### src/rtl/bramcache_ctrl.sv
// bramcache_ctrl: direct-mapped write-back cache controller in front of the dual-port bramcache store
// Ports: clock/reset (sync, active-high); cpu_req/cpu_we/cpu_be/cpu_addr -> cpu_ready, bram_a_wren
// qualify CPU accesses on BRAM port A; bram_b_addr/bram_b_wren/bram_b_data/bram_b_q move lines on
// port B; mem_req/mem_we/mem_addr/mem_rvalid/mem_rdata/mem_wvalid/mem_wnext/mem_wdata form the
// external burst interface; flush_req/flush_busy control the whole-cache flush.
// Optional feature: define BRAMCACHE_FLUSH_EN to build the flush walk (FLUSH_SCAN state).
module bramcache_ctrl #(
  parameter int ADDR_W = 20,
  parameter int IDX_W = 3,
  parameter int OFF_W = 3
) (
  input  logic                    clock,
  input  logic                    reset,
  input  logic                    cpu_req,
  input  logic                    cpu_we,
  input  logic [3:0]              cpu_be,
  input  logic [ADDR_W-1:0]       cpu_addr,
  output logic                    cpu_ready,
  output logic [3:0]              bram_a_wren,
  output logic [IDX_W+OFF_W-1:0]  bram_b_addr,
  output logic [3:0]              bram_b_wren,
  output logic [31:0]             bram_b_data,
  input  logic [31:0]             bram_b_q,
  output logic                    mem_req,
  output logic                    mem_we,
  output logic [ADDR_W-OFF_W-1:0] mem_addr,
  input  logic                    mem_rvalid,
  input  logic [31:0]             mem_rdata,
  output logic                    mem_wvalid,
  input  logic                    mem_wnext,
  output logic [31:0]             mem_wdata,
  input  logic                    flush_req,
  output logic                    flush_busy
);
  localparam int TAG_W = ADDR_W - IDX_W - OFF_W;
  localparam int LINES = 2 ** IDX_W;
`ifdef BRAMCACHE_FLUSH_EN
  typedef enum logic [2:0] {IDLE, WB_RD, WB, FILL, FLUSH_SCAN} state_t;
`else
  typedef enum logic [1:0] {IDLE, WB_RD, WB, FILL} state_t;
`endif
  state_t state;
  logic [LINES-1:0] valid, dirty;
  logic [TAG_W-1:0] tags [LINES];
  logic [IDX_W-1:0] line;
  logic [OFF_W-1:0] off;
  logic [IDX_W-1:0] idx;
  logic [TAG_W-1:0] tag;
  logic hit, miss, fill_word, unused_bits;
  assign idx = cpu_addr[IDX_W+OFF_W-1:OFF_W];
  assign tag = cpu_addr[ADDR_W-1:IDX_W+OFF_W];
  assign hit = cpu_req && state == IDLE && valid[idx] && tags[idx] == tag;
  assign miss = cpu_req && state == IDLE && !hit;
  // mem_req is low for the first FILL cycle after a writeback; words are only taken once it is high
  assign fill_word = state == FILL && mem_req && mem_rvalid;
  assign cpu_ready = hit;
  assign bram_a_wren = (hit && cpu_we) ? cpu_be : 4'h0;
  assign bram_b_addr = {line, off};
  assign bram_b_wren = fill_word ? 4'hF : 4'h0;
  assign bram_b_data = mem_rdata;
  assign mem_wdata = bram_b_q;
`ifdef BRAMCACHE_FLUSH_EN
  logic flushing;
  assign unused_bits = ^cpu_addr[OFF_W-1:0];
`else
  assign flush_busy = 1'b0;
  assign unused_bits = ^{cpu_addr[OFF_W-1:0], flush_req};
`endif
  always_ff @(posedge clock) begin
    if (reset) begin
      state <= IDLE;
      valid <= '0;
      dirty <= '0;
      line <= '0;
      off <= '0;
      mem_req <= 1'b0;
      mem_we <= 1'b0;
      mem_addr <= '0;
      mem_wvalid <= 1'b0;
`ifdef BRAMCACHE_FLUSH_EN
      flush_busy <= 1'b0;
      flushing <= 1'b0;
`endif
    end else begin
      case (state)
        IDLE: begin
          if (hit && cpu_we) dirty[idx] <= 1'b1;
          if (miss) begin
            line <= idx;
            off <= '0;
            mem_req <= 1'b1;
            mem_we <= dirty[idx];
            mem_addr <= dirty[idx] ? {tags[idx], idx} : {tag, idx};
            state <= dirty[idx] ? WB_RD : FILL;
          end
`ifdef BRAMCACHE_FLUSH_EN
          // a flush that arrives with a miss stays pending in flush_busy until the miss is done
          if (flush_req) flush_busy <= 1'b1;
          if (!miss && (flush_req || flush_busy)) begin
            line <= '0;
            flushing <= 1'b1;
            state <= FLUSH_SCAN;
          end
`endif
        end
        WB_RD: begin
          mem_wvalid <= 1'b1;
          state <= WB;
        end
        WB: if (mem_wnext) begin
          mem_wvalid <= 1'b0;
          off <= off + 1'b1;
          if (&off) begin
            mem_req <= 1'b0;
            mem_we <= 1'b0;
`ifdef BRAMCACHE_FLUSH_EN
            if (flushing) begin
              dirty[line] <= 1'b0;
              state <= FLUSH_SCAN;
            end else
`endif
            begin
              mem_addr <= {tag, line};
              state <= FILL;
            end
          end else state <= WB_RD;
        end
        FILL: begin
          mem_req <= 1'b1;
          if (fill_word) begin
            off <= off + 1'b1;
            if (&off) begin
              valid[line] <= 1'b1;
              dirty[line] <= 1'b0;
              tags[line] <= tag;
              mem_req <= 1'b0;
              state <= IDLE;
            end
          end
        end
`ifdef BRAMCACHE_FLUSH_EN
        FLUSH_SCAN: if (dirty[line]) begin
          off <= '0;
          mem_req <= 1'b1;
          mem_we <= 1'b1;
          mem_addr <= {tags[line], line};
          state <= WB_RD;
        end else if (&line) begin
          valid <= '0;
          flush_busy <= 1'b0;
          flushing <= 1'b0;
          state <= IDLE;
        end else line <= line + 1'b1;
`endif
        default: state <= IDLE;
      endcase
    end
  end
endmodule

### config.mk
export PLATFORM = sky130hd
export DESIGN_NAME = bramcache_ctrl
export DESIGN_NICKNAME = d
export VERILOG_FILES = /design/src/rtl/bramcache_ctrl.sv
export SDC_FILE = /design/constraint.sdc
export NUM_CORES = 1
export LEC_CHECK = 0
export BUFFER_PORTS_ARGS = -buffer_cell sky130_fd_sc_hd__buf_2
export CORE_MARGIN = 2
export CORE_UTILIZATION = 53
export DETAILED_ROUTE_END_ITERATION = 12
export PLACE_DENSITY = 0.86
export SYNTH_ARGS = -nofsm -noshare
export SYNTH_HDL_FRONTEND = slang
export SYNTH_SLANG_ARGS = --single-unit
### constraint.sdc
create_clock -name clock -period 3 [get_ports clock]
set_input_delay 0.3 -clock clock [delete_from_list [all_inputs] [get_ports clock]]
set_output_delay 0.3 -clock clock [all_outputs]
set_load 0.005 [all_outputs]
After elaboration in Yosys (flattened, before gate mapping)
Memories as Yosys holds them, arrays and structs flattened.
Index checks and enable logic that the tools add are counted.
{"block": "classes", "n_eq_ne": 10, "bitwise_logic": 4, "n_mux": 45, "addsub": 1, "magnitude_cmp": 4, "reduce_logical": 24}
{"cell": "two-way mux 17 bit", "count": 4}
{"cell": "case mux 17 bit (2 select lines)", "count": 1}
{"cell": "two-way mux 8 bit", "count": 3}
{"cell": "AND reduction 4 bit", "count": 5}
{"cell": "two-way mux 1 bit", "count": 16}
{"cell": "OR 8 bit", "count": 2}
{"cell": "case mux 8 bit (2 select lines)", "count": 1}
{"cell": "equality test 14 bit", "count": 1}
{"cell": "two-way mux 2 bit", "count": 6}
{"cell": "logical AND 1 bit", "count": 9}
{"cell": "two-way mux 3 bit", "count": 3}
{"cell": "case mux 3 bit (3 select lines)", "count": 1}
{"cell": "bitwise AND 8 bit", "count": 1}
{"cell": "< comparator 3 x 4 -> 1 bit (second input constant)", "count": 2}
{"cell": "two-way mux 4 bit", "count": 2}
{"cell": "inequality test 2 bit (second input constant)", "count": 4}
{"cell": "NOT 8 bit", "count": 1}
{"cell": "case mux 2 bit (4 select lines)", "count": 1}
{"cell": "binary-select mux 1 bit (select 3 bit)", "count": 2}
{"cell": "demux 1 bit (select 3 bit)", "count": 2}
{"cell": ">= comparator 3 x 1 -> 1 bit (second input constant)", "count": 2}
{"cell": "nonzero test 2 bit", "count": 3}
{"cell": "AND reduction 5 bit", "count": 1}
{"cell": "equality test 2 bit (second input constant)", "count": 2}
{"cell": "10 further kinds", "count": 13}
{"block": "word_totals", "ram_bits": 112, "word_cells": 98, "ff_bits": 44, "input_bits": 95, "mem_count": 1, "out_inout_bits": 100}
{"name": "tags", "depth": 8, "width": 14, "read_ports": 1, "rd_ports_with_merged_regs": 0, "wr": 1, "line_no": "44", "text": "logic [TAG_W-1:0] tags [LINES];"}

Logic depth before layout (Yosys ltp)
{"block": "depth", "ltp_word": 9, "depth_mapped": 14, "depth_no_buf": 10}

Worst setup path after synthesis
No wires, ideal clock.
{"block": "synth_path", "path_type": "reg2reg", "from": "register state[1]", "to": "memory tags[6][0] (netlist bit), enable pin", "n_path_buf": 1, "stages_incl_launch_ff": 8, "period_less_slack_ns": 2.751, "arrival_ns": 2.349, "t_required_ns": 2.597, "slack_ns": 0.249, "setup_time_ns": 0.403, "path_cell_list": "dfxtp_1 -> ha_1 -> nand3_1 -> inv_1 -> and2_1 -> clkbuf_1 -> nand2_1 -> nor3_1"}
{"block": "synth_between", "elab_chain_cells": 7}
{"element": "start, declared", "line_no": "42", "text": "state_t state;"}
{"element": "start signal, assigned", "line_no": "94", "text": "state <= dirty[idx] ? WB_RD : FILL;"}
{"element": "equality test 2 bit", "line_no": "55", "text": "assign fill_word = state == FILL && mem_req && mem_rvalid;"}
{"element": "logical AND 1 bit (2 in series)", "line_no": "55"}
{"element": "net fill_word", "line_no": "49", "text": "logic hit, miss, fill_word, unused_bits;"}
{"element": "two-way mux 1 bit", "line_no": "130", "text": "if (fill_word) begin"}
{"element": "two-way mux 1 bit", "line_no": "85", "text": "case (state)"}
{"element": "two-way mux 1 bit", "line_no": "70", "text": "if (reset) begin"}
{"element": "two-way mux 1 bit (implied by the code)", "line_no": "135", "text": "tags[line] <= tag;"}
{"element": "end, declared", "line_no": "44"}
The timed path passes the listed nets, and every way through them passes these cells.

Worst setup path after layout
{"block": "layout_path", "from": "memory tags[3][12] (netlist bit)", "to": "output bram_a_wren[1]"}
{"block": "layout_between", "elab_chain_cells": 5}
{"element": "memory (8 x 14 bit)"}
{"element": "equality test 14 bit", "line_no": "52", "text": "assign hit = cpu_req && state == IDLE && valid[idx] && tags[idx] == tag;"}
{"element": "logical AND 1 bit", "line_no": "52"}
{"element": "logical AND 1 bit", "line_no": "57", "text": "assign bram_a_wren = (hit && cpu_we) ? cpu_be : 4'h0;"}
{"element": "two-way mux 4 bit", "line_no": "57"}
{"element": "end, declared", "line_no": "19", "text": "output logic [3:0] bram_a_wren,"}
Every way passes these cells.

==> run metrics <==
fillers=1033; largest net degree at the start of global routing=35; post-synthesis to final-layout area growth=9.94%; Seq cells post-synth=156; final design instance area without fill=0.00830 mm2; leftover overflow at the end of global routing=0; top flip-flop cell by instance count after synthesis=edfxtp_1; worst clock skew=0.00987 ns; class of the worst hold path=in2reg; async set-reset flop share out of synthesis=0%; Finish-stage setup viols=4; post-DP HPWL=13.1 mm; CP dominant cell by count=and3_4; worst-case reg-to-reg path depth=11; Ys Warns=0; height of the chip=123 um; Routed Wire Length=19.0 mm; depth of the worst hold-timing path=1; biggest fanout along the worst timing path=6; WP depth=8; share of the yosys chip area belonging to registers=56.2%; final critical delay including setup and external delays=3.08 ns; maximum clock frequency=325 MHz; worst slack, placed=-0.0573 ns; Slew Limit Headroom=57.9%; cells traversed along the worst timing path=mux4_2, mux2i_4, xor2_2, nand3b_1, nor4_4, and3_4, and3_4, buf_6; nature of the critical path endpoint=output pin; Max H-tree Level=4; placed inst area=0.00768 mm2; Arr. time, crit path=2.78 ns; Maximum Capacitance Violations=0; final hold violations=0; Syn Inst Count=586; first-pass GRT wire length=28.2 mm; leakage power summed over all cells=3.04 nW; worst ir drop on vdd=437 uV; number of nets in the synthesized netlist=688; Net count, final=708; share of final-layout standard cells stronger than drive strength 1=28.8%; mean instance size in the synthesized netlist=12.9 um2; post-synth design cell area=0.00755 mm2; floorplan die area=0.0152 mm2; count of input and output buffers=61; Clock Root Buffer=clkbuf_16; areal power density over the cells=682 mW/mm2; setup repair after global routing missed its margin=yes; kind of start point of the critical path=flop; largest buffer count on any clock path=2; run status=complete, but fails checks; violated checks=negative setup slack; cell at the slowest stage of the critical path=mux4_2; Avg WL per Cell=23.8 um; clock transition at the registers of the reported paths=0.06 ns; Detailed Route Iter0 Violations=519; initial antenna violation count=0; floorplan die width=123 um; clock sink count=156; clock tree from TritonCTS=yes; latest clock arrival within the worst-skew pair=0.44 ns; number of placement rows=43; Worst Path Required=2.70 ns; total count of max-transition violations in the final report=0; slew of the pin with the lowest slew margin=0.630 ns; final setup slack of the worst path=-0.0778 ns; final antenna diode count=0; Distinct cells, synth=63; routability cong.=0.888; vias per cell=6.27; total number of vias=5013; GRT Resource Usage Total=25.8%; family with the most delay on the worst path=simple AND/OR/NAND/NOR gates; Hold Buf Count CTS=0; detailed-routing iteration count for the pre-antenna-repair pass=5; critical path start-end classification=reg2out; count of boundary I/O pins=195; number of global-route vias before repair=4883; Buf/Inv on CP=1; clock buffers created by TritonCTS=17; number of synthesized flops with an enable pin=112; residual antenna-violating net count after detailed routing=0; count of unresolved DRC violations after routing=0; worst hold slack=0.175 ns; effective utilization at floorplan=54.4%; Floorplan Core Area=0.0139 mm2; fraction of the cycle the final worst path needs=103%; CP peak stage delay=0.55 ns
==> cells in the mapped netlist (12+ instances only) <==
| cell type | instances | area share, % |
|---|---|---|
| mux4_2 | 14 | 4.2 |
| o2111ai_1 | 15 | 1.7 |
| buf_4 | 74 | 7.4 |
| edfxtp_1 | 112 | 45 |
| a21oi_1 | 16 | 1.1 |
| clkbuf_1 | 18 | 0.89 |
| nand2_1 | 32 | 1.6 |
| nor2_1 | 21 | 1.0 |
| dfxtp_1 | 44 | 12 |
| o21ai_1 | 14 | 0.93 |
| mux2i_1 | 43 | 5.7 |
| o21ai_0 | 12 | 0.80 |
==> logic make-up (layout without fill, tap and decap cells) <==
family,count (synthesis),count (layout),share of synthesized area [%]
multiplexers,70,70,12.1
other,1,1,0.0497
flip-flops,156,156,56.2
XOR/XNOR,8,8,0.928
adder cells (fa/ha/maj),7,7,1.16
AO/OA/AOI/OAI,116,116,10.9
AND/OR/NAND/NOR,116,116,8.33
buffers and inverters,112,145,10.3
==> final cells by class <==
type	instances	area [um2]	share of cell area [%]
Sequential cell	156	4240	51.1
Multi-Input combinational cell	318	2580	31.0
Timing Repair Buffer	105	679	8.18
Clock buffer	21	450	5.42
Tap cell	180	225	2.71
Clock inverter	11	96.3	1.16
Inverter	8	30.0	0.362
==> power by group <==
group	switching [W]	internal, W
logic	0.000682	0.000463
clock network	0.000839	0.00116
registers	0.0000969	0.00243
==> layer usage <==
layer	vias to the layer above	part of all wire [%]	global-route usage (%)
met5	-	0	0
met4	0	3.8	12.4
met3	78	10	9.23
met2	291	49	41.4
met1	2444	37	31.0
li1	2200	-	-
==> worst paths after layout <==
| check | startpoint | end | slack, ns |
|---|---|---|---|
| setup / recovery | tags[3][12] | bram_a_wren[1] | -0.08 |
| hold / removal | cpu_addr[9] | tags[4][3] | 0.17 |
| setup reg to reg | tags[3][12] | dirty[7] | 0.07 |
| hold reg to reg | mem_addr[15] | mem_addr[15] | 0.46 |
==> state kept, by name, indices dropped and copies added (netlist names) <==
name / count
dirty: 8
line: 3
mem_addr: 17
mem_req: 1
mem_we: 1
mem_wvalid: 1
off: 3
state: 2
tags: 112
valid: 8
==> cells in the final DEF (no fill, tap or decap), drive strengths merged, types with 3 or more instances in the layout <==
master | synthesis | layout
nand2b | 3 | 3
xor2 | 5 | 5
ha | 7 | 7
nor2b | 5 | 5
o21a | 6 | 6
a22o | 8 | 8
o21ai | 26 | 26
o22ai | 6 | 6
or3 | 7 | 7
nor4 | 4 | 4
nand3 | 11 | 11
mux2 | 10 | 10
clkbuf | 18 | 21
inv | 8 | 9
o211ai | 9 | 9
nand4 | 3 | 3
clkinvlp | 0 | 4
clkinv | 0 | 5
o311ai | 4 | 4
mux4 | 14 | 14
nor2 | 22 | 22
nor3 | 3 | 3
xnor2 | 3 | 3
mux2i | 46 | 46
a22oi | 5 | 5
edfxtp | 112 | 112
dfxtp | 44 | 44
o2111ai | 15 | 15
buf | 86 | 105
a21oi | 16 | 16
o31ai | 11 | 11
nand3b | 4 | 4
nand2 | 32 | 32
and3 | 11 | 11
==> stage by stage <==
stage          power, W  instances  util (%)  setup TNS [ns]
2_1_floorplan   0.00344        586         -               0
3_3_place_gp    0.00362        763      55.3        -0.00308
3_5_place_dp    0.00368        763      55.3          -0.279
4_1_cts         0.00567        799      59.6          -0.400
5_1_grt         0.00591        799      59.8           -1.00
6_report        0.00567        799      59.8          -0.266
==> what timing repair did <==
| action | in CTS | in global routing |
|---|---|---|
| pin swaps | 5 | 4 |
| setup endpoints to repair | 5 | 23 |
| setup buffers | 4 | 0 |
| resized for setup | 5 | 5 |
No activity file was read; power rests on OpenSTA's default activity.
